<file path="config.mk">
export PLATFORM = sky130hd
export DESIGN_NAME = rdcla_sub_pipe_flat
export DESIGN_NICKNAME = d
export VERILOG_FILES = /design/src/rtl/rdcla_pkg.sv /design/src/rtl/rdcla_sub_pipe_if.sv /design/src/rtl/kpg_merge_cell.sv /design/src/rtl/rdcla_sub_pipe.sv /design/src/flat_wrapper.sv
export SDC_FILE = /design/constraint.sdc
export NUM_CORES = 1
export LEC_CHECK = 0
export ABC_AREA = 1
export CORE_MARGIN = 5
export CORE_UTILIZATION = 54
export DETAILED_ROUTE_END_ITERATION = 7
export MAX_ROUTING_LAYER = met4
export PLACE_DENSITY = 0.75
export SYNTH_ARGS = -nofsm -noshare
export SYNTH_HDL_FRONTEND = slang
export SYNTH_HIERARCHICAL = 1
export SYNTH_SLANG_ARGS = --single-unit
export TNS_END_PERCENT = 5
</file>
<file path="constraint.sdc">
create_clock -name clk -period 1 [get_ports clk]
set_input_delay 0.15 -clock clk [delete_from_list [all_inputs] [get_ports clk]]
set_output_delay 0.15 -clock clk [all_outputs]
set_load 0.05 [all_outputs]
</file>
<file path="src/rtl/rdcla_pkg.sv">
// Shared definitions for the borrow-lookahead network: KPG encoding,
// merge/init helpers and default datapath sizes.
package rdcla_pkg;

    localparam int RDCLA_WIDTH = 32;
    localparam int RDCLA_LOG2W = 5;

    typedef logic [1:0] kpg_t;

    localparam kpg_t KPG_KILL = 2'b00;
    localparam kpg_t KPG_GEN  = 2'b11;
    localparam kpg_t KPG_PROP = 2'b10;

    // Combine a position with the group just below it: kill/generate
    // decide on their own, propagate defers to the lower group.
    function automatic kpg_t kpg_merge(input kpg_t cur, input kpg_t prev);
        return (cur == KPG_PROP) ? prev : cur;
    endfunction

    // Classify one bit column from its two addend bits.
    function automatic kpg_t kpg_init(input logic x, input logic y);
        if (x && y) begin
            return KPG_GEN;
        end else if (!x && !y) begin
            return KPG_KILL;
        end
        return KPG_PROP;
    endfunction

endpackage

</file>
<file path="src/rtl/rdcla_sub_pipe_if.sv">
// Operand/result bundle of the pipelined subtractor.
interface rdcla_sub_pipe_if #(
    parameter int WIDTH = 32
);
    logic             in_valid;
    logic [WIDTH-1:0] a;
    logic [WIDTH-1:0] b;
    logic             bin;
    logic             flush;
    logic             out_valid;
    logic [WIDTH-1:0] diff;
    logic             bout;
    logic             zero;
    logic             ovf;

    modport master (
        output in_valid, a, b, bin, flush,
        input  out_valid, diff, bout, zero, ovf
    );

    modport slave (
        input  in_valid, a, b, bin, flush,
        output out_valid, diff, bout, zero, ovf
    );
endinterface

</file>
<file path="src/rtl/kpg_merge_cell.sv">
// One position of a doubling stage: merge a KPG group with the group
// span positions below it.
module kpg_merge_cell
    import rdcla_pkg::*;
(
    input  kpg_t cur,
    input  kpg_t prev,
    output kpg_t res
);
    assign res = kpg_merge(cur, prev);
endmodule

</file>
<file path="src/rtl/rdcla_sub_pipe.sv">
// Pipelined recursive-doubling borrow-lookahead subtractor:
// diff = a - b - bin computed as a + ~b + ~bin. Operands and valid travel
// beside the carry network so results, flags and valid leave aligned.
module rdcla_sub_pipe
    import rdcla_pkg::*;
#(
    parameter int WIDTH = RDCLA_WIDTH,
    parameter int LOG2W = RDCLA_LOG2W
) (
    input logic             clk,
    input logic             rst_n,
    rdcla_sub_pipe_if.slave bus
);

    // Stage p0: operand capture
    logic             vld_p0;
    logic             bin_p0;
    logic [WIDTH-1:0] a_p0;
    logic [WIDTH-1:0] b_p0;

    // Register the incoming operands; flush drops the operand arriving with it.
    always_ff @(posedge clk or negedge rst_n) begin
        if (!rst_n) begin
            vld_p0 <= 1'b0;
            bin_p0 <= 1'b0;
            a_p0   <= '0;
            b_p0   <= '0;
        end else begin
            vld_p0 <= bus.in_valid & ~bus.flush;
            bin_p0 <= bus.bin;
            a_p0   <= bus.a;
            b_p0   <= bus.b;
        end
    end

    // Stage p1: KPG initialisation
    kpg_t init_kpg [0:WIDTH];

    // Position 0 is the injected carry ~bin. Position 1 already folds bit 0
    // with that carry, so the top position (whose span after LOG2W stages
    // reaches down only to position 1) still resolves when every bit propagates.
    always_comb begin
        init_kpg[0] = bin_p0 ? KPG_KILL : KPG_GEN;
        init_kpg[1] = kpg_merge(kpg_init(a_p0[0], ~b_p0[0]),
                                bin_p0 ? KPG_KILL : KPG_GEN);
        for (int i = 1; i < WIDTH; i++) begin
            init_kpg[i+1] = kpg_init(a_p0[i], ~b_p0[i]);
        end
    end

    // Stages 1..LOG2W: doubling network
    kpg_t             net    [0:LOG2W][0:WIDTH];
    kpg_t             merged [1:LOG2W][0:WIDTH];
    logic [WIDTH-1:0] a_sr   [0:LOG2W];
    logic [WIDTH-1:0] nb_sr  [0:LOG2W];
    logic [LOG2W:0]   vld_sr;

    for (genvar s = 1; s <= LOG2W; s++) begin : g_stage
        localparam int SPAN = 1 << (s - 1);
        for (genvar j = 0; j <= WIDTH; j++) begin : g_pos
            if (j >= SPAN) begin : g_merge
                kpg_merge_cell u_cell (
                    .cur  (net[s-1][j]),
                    .prev (net[s-1][j-SPAN]),
                    .res  (merged[s][j])
                );
            end else begin : g_pass
                assign merged[s][j] = net[s-1][j];
            end
        end
    end

    // Advance the KPG network one doubling per stage with operands and valid alongside.
    always_ff @(posedge clk or negedge rst_n) begin
        if (!rst_n) begin
            vld_sr <= '0;
            for (int s = 0; s <= LOG2W; s++) begin
                a_sr[s]  <= '0;
                nb_sr[s] <= '0;
                for (int j = 0; j <= WIDTH; j++) begin
                    net[s][j] <= KPG_KILL;
                end
            end
        end else begin
            vld_sr   <= bus.flush ? '0 : {vld_sr[LOG2W-1:0], vld_p0};
            a_sr[0]  <= a_p0;
            nb_sr[0] <= ~b_p0;
            for (int j = 0; j <= WIDTH; j++) begin
                net[0][j] <= init_kpg[j];
            end
            for (int s = 1; s <= LOG2W; s++) begin
                a_sr[s]  <= a_sr[s-1];
                nb_sr[s] <= nb_sr[s-1];
                for (int j = 0; j <= WIDTH; j++) begin
                    net[s][j] <= merged[s][j];
                end
            end
        end
    end

    // Output stage
    logic [WIDTH:0]   carry;
    logic [WIDTH-1:0] diff_c;
    logic             out_valid_q;
    logic [WIDTH-1:0] diff_q;
    logic             bout_q;
    logic             zero_q;
    logic             ovf_q;

    // Carry into bit i is the generate bit of resolved position i.
    always_comb begin
        carry = '0;
        for (int i = 0; i <= WIDTH; i++) begin
            carry[i] = net[LOG2W][i][0];
        end
    end

    assign diff_c = a_sr[LOG2W] ^ nb_sr[LOG2W] ^ carry[WIDTH-1:0];

    // Register result and flags; they hold their last value across bubbles.
    always_ff @(posedge clk or negedge rst_n) begin
        if (!rst_n) begin
            out_valid_q <= 1'b0;
            diff_q      <= '0;
            bout_q      <= 1'b0;
            zero_q      <= 1'b0;
            ovf_q       <= 1'b0;
        end else begin
            out_valid_q <= vld_sr[LOG2W] & ~bus.flush;
            if (vld_sr[LOG2W] && !bus.flush) begin
                diff_q <= diff_c;
                bout_q <= ~carry[WIDTH];
                zero_q <= (diff_c == '0);
                // nb sign equal to a sign means a and b differ in sign.
                ovf_q  <= (a_sr[LOG2W][WIDTH-1] == nb_sr[LOG2W][WIDTH-1]) &&
                          (diff_c[WIDTH-1] != a_sr[LOG2W][WIDTH-1]);
            end
        end
    end

    assign bus.out_valid = out_valid_q;
    assign bus.diff      = diff_q;
    assign bus.bout      = bout_q;
    assign bus.zero      = zero_q;
    assign bus.ovf       = ovf_q;

    // Every position must be resolved to kill/generate after the last doubling stage.
    always @(posedge clk) begin
        if (rst_n && vld_sr[LOG2W]) begin
            for (int i = 0; i <= WIDTH; i++) begin
                assert (net[LOG2W][i] != KPG_PROP);
            end
        end
    end

endmodule

</file>
<file path="src/flat_wrapper.sv">
// flat-port wrapper written by rule: the top's interface ports become plain ports
module rdcla_sub_pipe_flat import rdcla_pkg::*;
#(
    parameter int WIDTH = RDCLA_WIDTH,
    parameter int LOG2W = RDCLA_LOG2W
)
  (clk, rst_n, bus_in_valid, bus_a, bus_b, bus_bin, bus_flush, bus_out_valid, bus_diff, bus_bout, bus_zero, bus_ovf);
  rdcla_sub_pipe_if #(.WIDTH(WIDTH)) bus_i ();
  input logic clk;
  input logic rst_n;
  input wire logic [$bits(bus_i.in_valid)-1:0] bus_in_valid;
  input wire logic [$bits(bus_i.a)-1:0] bus_a;
  input wire logic [$bits(bus_i.b)-1:0] bus_b;
  input wire logic [$bits(bus_i.bin)-1:0] bus_bin;
  input wire logic [$bits(bus_i.flush)-1:0] bus_flush;
  output wire logic [$bits(bus_i.out_valid)-1:0] bus_out_valid;
  output wire logic [$bits(bus_i.diff)-1:0] bus_diff;
  output wire logic [$bits(bus_i.bout)-1:0] bus_bout;
  output wire logic [$bits(bus_i.zero)-1:0] bus_zero;
  output wire logic [$bits(bus_i.ovf)-1:0] bus_ovf;
  assign bus_i.in_valid = bus_in_valid;
  assign bus_i.a = bus_a;
  assign bus_i.b = bus_b;
  assign bus_i.bin = bus_bin;
  assign bus_i.flush = bus_flush;
  assign bus_out_valid = bus_i.out_valid;
  assign bus_diff = bus_i.diff;
  assign bus_bout = bus_i.bout;
  assign bus_zero = bus_i.zero;
  assign bus_ovf = bus_i.ovf;
  rdcla_sub_pipe #(.WIDTH(WIDTH), .LOG2W(LOG2W)) u_core (.clk(clk), .rst_n(rst_n), .bus(bus_i));
endmodule
</file>
==> run summary, run 1 <==
The run finished, with violations left. The checks that failed: setup timing. Once detail routing completed, the nets flagged for antenna violations numbered 0. The slew of the pin with the lowest slew margin was 0.339 ns; the average vias per placed instance was 4.82.

Counting cells, the worst reg-to-reg path comes to 10. Entering global routing, the biggest net connects 69 pins. Final routed DRC violation total: 0. The worst setup path is launched from a flip-flop. The fraction of layout cells with a size suffix above 1 came out at 0.136.

Clock-pin slew was measured on the worst setup and hold paths at 0.06 ns. In the final routed layout, each cell accounts on average for 18.1 um. After synthesis the cells add up to 25400 um2. For the detailed placer's ending HPWL, the log shows 33200 um. The top cell types in the final layout, fill and taps aside, are sky130_fd_sc_hd__dfrtp_1, sky130_fd_sc_hd__nand2_1, sky130_fd_sc_hd__inv_1. The post-synthesis average cell area is 12.6 um2. The register-to-register path setup slack came out at -0.44 ns. The endpoint identified for the worst register-to-register timing path is u_core/bus.zero. The worst register-to-register path begins at u_core/a_sr[14].

Worst min-delay path category: input port to async pin. Counting every net in the synthesized netlist gives 2094. For this design the static power due to leakage is 16.4 nW.

The die covers 51500 um2. The final layout contains routed wiring with a total length of 55100 um. The type of the setup path with the least slack is flip-flop to flip-flop. The clock tree synthesis step divided the H-tree into 3 levels.

By instance count, the cell type seen most on the critical path is sky130_fd_sc_hd__nand2_1. During synthesis, Yosys emitted a total of 6 warnings. For the worst setup path, the data arrival time is 1.98 ns. The die span in x is 227 um, and the total of fill cells in the finished design is 2755. The number of buffers created by CTS was 78. The maximum cell stage delay along the critical path is 0.41 ns.

The library cell contributing the largest single delay on the critical path is sky130_fd_sc_hd__dfrtp_1. Global routing finished with a remaining overflow of 0. With fillers left out, the area of the finished cells amounts to 32200 um2. The worst path in the final design needs a cycle of 1.44 ns, including I/O delays and setup. 105 I/O pins were placed. The critical path contains buffers and inverters numbering 2 combined.

The first global-routing pass estimated 88200 um of wire. Setup repair after global routing could not meet its margin everywhere. The critical path goes through xnor2_2 -> buf_4 -> inv_2 -> nand2_2 -> nand2_1 -> nor2_1 -> nand2_1 -> nor2_2 -> nand3_1 -> nand2_1.

Max-cap violations in this run came to 0. The final count of hold timing violations came out at 0. VDD sags by at most 0.00136 V. Ratio of total power to cell area: 2310 nW/um2. The logs give 1.54 ns for the required time of the worst setup path and 0.546 for the effective utilization at floorplan.

After technology mapping, the gate count stands at 2023. The clock sink count was 824; the vertical extent of the die was 227 um. The most frequent standard cell in the layout excluding fill and tap cells is sky130_fd_sc_hd__dfrtp_1.

The dominant delay contributor by cell family on the critical path is simple AND/OR/NAND/NOR gates. The clock tree skew after final layout is 0.0231 ns, and the final number of setup-violating endpoints is 61. The final-stage net count was 2438; the post-placement setup slack was -0.559 ns. Power comes to 0.0742 W.

The area growth from synthesis to layout is 26.6%. The final-report max-slew violation count is 0. For the total via count in the routed design, the log shows 14600. The cell at the root of the clock tree is sky130_fd_sc_hd__clkbuf_16. STA classifies the critical path endpoint as a flip-flop. The run gives 28600 um2 as the placed cell area. The number of iterations in the first detailed-routing pass was 5; the later-pin clock latency in the skew report was 0.61 ns.

The count of standard-cell rows was 79. The deepest clock path buffer count is 3, and the count of port buffers added during placement is 104. The final clock period utilization by the worst path is 1.44, and the via count of the first global-routing pass is 16500.

The congestion estimate from routability-driven global placement came to 0.828. Timing would allow up to 697 MHz. The detailed router finished its first iteration with 1300 violations. The worst setup slack after layout came out at -0.435 ns. The overall fraction of global-route tracks in use is 0.232. Along the worst path, the maximum fanout reaches 2.

TritonCTS built the clock tree. The initial antenna violation count was 5. The total area inside the core boundary comes to 46600 um2.

The headroom to the max-slew limit was 0.774.
## layer usage
| layer | share of wire | vias to the layer above | global-route usage |
|---|---|---|---|
| met5 | 0 | - | - |
| met4 | 0.034 | 0 | 0.0928 |
| met3 | 0.049 | 139 | 0.0445 |
| met2 | 0.56 | 473 | 0.411 |
| met1 | 0.36 | 7443 | 0.261 |
| li1 | - | 6594 | - |
## timing repair
item,4_1_cts,5_1_grt
resized for setup,51,30
hold endpoints to repair,882,1
hold buffers,61,1
pin swaps,27,10
buffers inserted,2,1
setup endpoints to repair,72,83
## where the power goes
group / internal (W) / total (W) / switching [W] / leakage, nW
Sequential: 0.0359 / 0.0378 / 0.00192 / 9.56
Combinational: 0.00257 / 0.00590 / 0.00334 / 5.53
Clock: 0.0182 / 0.0305 / 0.0123 / 1.33
## worst register-to-register path, cell delays in order (launching register included)
cell and delay, ns:
sky130_fd_sc_hd__dfrtp_1 0.41, sky130_fd_sc_hd__xnor2_2 0.16, sky130_fd_sc_hd__buf_4 0.14, sky130_fd_sc_hd__inv_2 0.04, sky130_fd_sc_hd__nand2_2 0.06, sky130_fd_sc_hd__nand2_1 0.05
sky130_fd_sc_hd__nor2_1 0.11, sky130_fd_sc_hd__nand2_1 0.08, sky130_fd_sc_hd__nor2_2 0.17, sky130_fd_sc_hd__nand3_1 0.09, sky130_fd_sc_hd__nand2_1 0.06
## area by class of cell
type,count,area (um2),share of cell area
Antenna cell,4,10.0,0.000311
Multi-Input combinational cell,823,3520,0.110
Inverter,369,1390,0.0431
Timing Repair Buffer,271,3150,0.0980
Clock inverter,28,384,0.0119
Tap cell,607,759,0.0236
Clock buffer,112,2310,0.0719
Sequential cell,824,20600,0.641
## sequential cells by signal, indices dropped and copies added (netlist names), 6 cells and up
register and count:
u_core/net 268, u_core/a_sr 192, u_core/nb_sr 192, u_core/carry 33, u_core/a_p0 32, u_core/b_p0 32, u_core/bus.diff 32, u_core/merged 31
u_core/vld_sr 6
## worst max path at each step
stage / cells past startpoint / end / startpoint / slack [ns]
floorplan: 9 / u_core/bus.zero / u_core/nb_sr[14] / -0.06
global placement: 7 / u_core/bus.zero / u_core/a_sr[6] / -0.54
global route: 10 / u_core/bus.zero / u_core/a_sr[14] / -0.52
finish: 10 / u_core/bus.zero / u_core/a_sr[14] / -0.44
CTS: 1 / bus_diff[14] / u_core/bus.diff[14] / -0.41
detailed placement: 7 / u_core/bus.zero / u_core/a_sr[6] / -0.56
## metrics by stage
stage / utilization / setup TNS, ns / instances / hold slack, ns
after floorplan: - / -0.616 / 2023 / -0.146
after global placement: 0.615 / -12.90 / 2831 / 0.0360
after detailed placement: 0.615 / -14.08 / 2831 / 0.0364
after CTS: 0.689 / -17.80 / 3033 / 0.00451
after global routing: 0.691 / -17.93 / 3038 / 0.0104
final: 0.691 / -14.24 / 3038 / 0.00535
Power figures use the tool's default switching activity.
==> run 2: changes to the inputs <==
- CTS_CLUSTER_DIAMETER: unset -> 100
==> results of run 2 <==
No change in the layout: final DEF, timing and power equal those of run 1.
==> run 3: changes to the inputs <==
- CORE_ASPECT_RATIO: unset -> 0.7
==> run summary, run 3 (synthesized netlist as in run 1, its figures left out) <==
The flow ran to the end, but the final reports show violations. The checks that failed: setup timing. The path class of the tightest hold or removal check is input port to flip-flop. The headroom to the max-slew limit was 0.723; the final antenna diode count was 0. The first TritonRoute pass finished after 7 iterations.

The count of port buffers added during placement came out at 104. The run gives 0.844 as the final weighted congestion of routability-driven global placement. The H-tree generated during clock tree synthesis spans 3 levels. Placeable core region: 46500 um2. TritonCTS built the clock tree.

Counting along the longest clock path gives a buffer depth of 3. The worst-case IR drop observed on VDD is 0.00136 V. The register-to-register path setup slack came out at -0.47 ns. Buffers added to address setup during post-CTS repair amount to 0. The finished layout holds 3004 standard cells, fillers aside. The logs give 70 for the final number of setup-violating endpoints and 682 MHz for the highest attainable clock frequency. In the routed layout, each cell is associated on average with a via count of 4.62. In this run the static leakage power is 16.2 nW. The fraction of layout cells with a size suffix above 1 is 0.113, and the final clock period utilization by the worst path is 1.47. The later pin in the worst-skew pair is clocked with a latency of 0.60 ns. The wire-length estimate of the detail-placed layout is 31200 um. The floorplan has 66 rows.

CTS saw 824 sinks. STA classifies the critical path endpoint as a flip-flop. Dividing total power by cell area gives a power density of 2260 nW/um2. The highest net fanout along the worst path was 2; the power share of the clock group was 0.396.

Type of the setup path with the least slack: flip-flop to flip-flop. The number of design-rule violations left by the first detailed-router iteration was 914. The flip-flop count of the largest register after layout works out to 268.

Overall fraction of global-route tracks in use: 0.199. Endpoint of the worst hold-timing path: u_core/b_p0[22]. The final count of hold timing violations was 0.

The final route contains 13900 vias. The count of nets left with antenna violations after detail routing was 0; the switching share of total power was 0.233. Buffers inserted during clock tree synthesis total 71. Adding up every negative setup slack in the final design gives -14.63 ns. The worst flop-to-flop path endpoint was u_core/bus.zero. The analysis attributes to net switching a power of 0.0166 W.

The worst setup slack after layout is -0.467 ns. The root buffer cell chosen for the clock tree is sky130_fd_sc_hd__clkbuf_16. Detailed routing placed a total of 23100 um of wire on met2.

The required time of the worst setup path came out at 1.53 ns. The via count of the first global-routing pass was 15000. The startpoint identified for the worst hold timing path is bus_b[22]. Summed over all nets, wire length on met3 after detailed routing comes to 2520 um. In this run the cell area measured after placement is 28400 um2. In the layout the commonest cells are sky130_fd_sc_hd__dfrtp_1, sky130_fd_sc_hd__nand2_1, sky130_fd_sc_hd__inv_1. Wire length of the first global-routing pass: 78000 um.

Final routed DRC violation total: 0. For the finished layout, the period the worst path requires is 1.47 ns. The finished cells cover 31600 um2. For the pin with the worst max-slew slack, the measured transition is 0.415 ns. The number of placed I/O pins was 105; the average wire per standard cell was 15.8 um.

The library cell used most frequently in the layout, excluding fill and tap cells, is sky130_fd_sc_hd__dfrtp_1. Including well taps, the total number of placed cells is 2816. The register containing the most flip-flops in the final layout is u_core/net. The cell depth of the worst min-delay path came out at 1.

The initial antenna violation count was 3; the area of the die was 51600 um2. The number of cells on the worst reg-to-reg path is 10. Max-capacitance violation count: 0. The largest registers in the layout are u_core/net: 268 flops, u_core/a_sr: 192 flops, u_core/nb_sr: 192 flops. The highest metal layer with signal wires was met4.

The logs give 2407 for the final-stage net count and 0 for the global-route congestion overflow total. Setup repair after global routing could not meet its margin everywhere. The worst setup path is launched from a flip-flop.

The final-report max-slew violation count was 0; the length of routed wiring on met1 was 20800 um. The area growth from synthesis to layout is 24.5%. The final layout contains routed wiring with a total length of 47400 um.

Effective utilization at floorplan: 0.547. The floorplan step set the die width to 269 um. The clock arrives with 0.0253 ns of skew. The logs give 0.526 for the part of the total power dissipated in sequential elements and 0.0548 W for the internal power.

The tools report the start of the worst register-to-register path as u_core/nb_sr[14]. Entering global routing, the biggest net connects 81 pins. Clock-pin slew was measured on the worst setup and hold paths at 0.07 ns. After layout, the design draws a total of 0.0714 W. The fraction of power consumed by combinational cells is 0.078, and the vertical extent of the die is 191 um.

The arrival time at the worst endpoint came out at 1.99 ns.
## run 3: cell types whose count changed in the layout (fill, tap and decap cells not counted), sizes merged
| cell | previous run | this run |
|---|---|---|
| inv | 371 | 372 |
| clkbuf | 112 | 101 |
| clkinvlp | 1 | 4 |
| clkinv | 17 | 13 |
| buf | 143 | 121 |
| dlygate4sd3 | 61 | 59 |
| diode | 4 | 0 |
## run 3: layout make-up
class                   count  area [um2]
well taps                 612         766
clock inverters            28         410
repair buffers            247        2880
multi-input cells         823        3500
flip-flops and latches    824       20600
clock buffers             101        2050
inverters                 369        1390
fillers                  3074       14900
## run 3: power groups by stage
stage	clock network, W	logic [W]	registers (W)
after floorplan	0	0.00189	0.0380
after global placement	0	0.00502	0.0380
after detailed placement	0	0.00521	0.0381
after CTS	0.0289	0.00557	0.0376
after global routing	0.0304	0.00622	0.0378
final	0.0283	0.00557	0.0376
## run 3: metrics by stage
stage	utilization	worst slack, ns	hold WS (ns)
2_1_floorplan	-	-0.0636	-0.146
3_3_place_gp	0.611	-0.486	-0.0312
3_5_place_dp	0.611	-0.554	-0.0328
4_1_cts	0.679	-0.459	0.00157
5_1_grt	0.680	-0.551	0.000989
6_report	0.680	-0.467	0.0121
## run 3: critical path, stage by stage (launching register included)
cell and delay (ns):
sky130_fd_sc_hd__dfrtp_1 0.40, sky130_fd_sc_hd__xnor2_2 0.22, sky130_fd_sc_hd__inv_2 0.07, sky130_fd_sc_hd__nand2_2 0.08, sky130_fd_sc_hd__nand2_1 0.06, sky130_fd_sc_hd__nor2_1 0.09
sky130_fd_sc_hd__nand2_1 0.10, sky130_fd_sc_hd__nor2_2 0.13, sky130_fd_sc_hd__buf_6 0.14, sky130_fd_sc_hd__nand3_2 0.07, sky130_fd_sc_hd__nand2_1 0.06
## run 3: worst max-delay path by stage
stage,start,endpoint,slack (ns),depth (start not counted)
3_5_place_dp,bus_flush,u_core/bus.diff[17],-0.55,6
4_1_cts,u_core/carry[7],u_core/bus.zero,-0.46,11
6_report,u_core/nb_sr[14],u_core/bus.zero,-0.47,10
3_3_place_gp,bus_flush,u_core/bus.diff[8],-0.49,7
5_1_grt,u_core/carry[8],u_core/bus.zero,-0.55,11
2_1_floorplan,u_core/nb_sr[14],u_core/bus.zero,-0.06,9
## run 3: timing repair
item / 4_1_cts / 5_1_grt
hold endpoints to repair: 881 / 0
hold buffers: 59 / 0
pin swaps: 10 / 5
setup endpoints to repair: 72 / 73
gates resized for setup: 43 / 20
## run 3: per-layer routing
layer  vias to the layer above  track usage
met5                         -            -
met4                         0       0.0524
met3                        79       0.0442
met2                       268        0.318
met1                      7017        0.267
li1                       6511            -
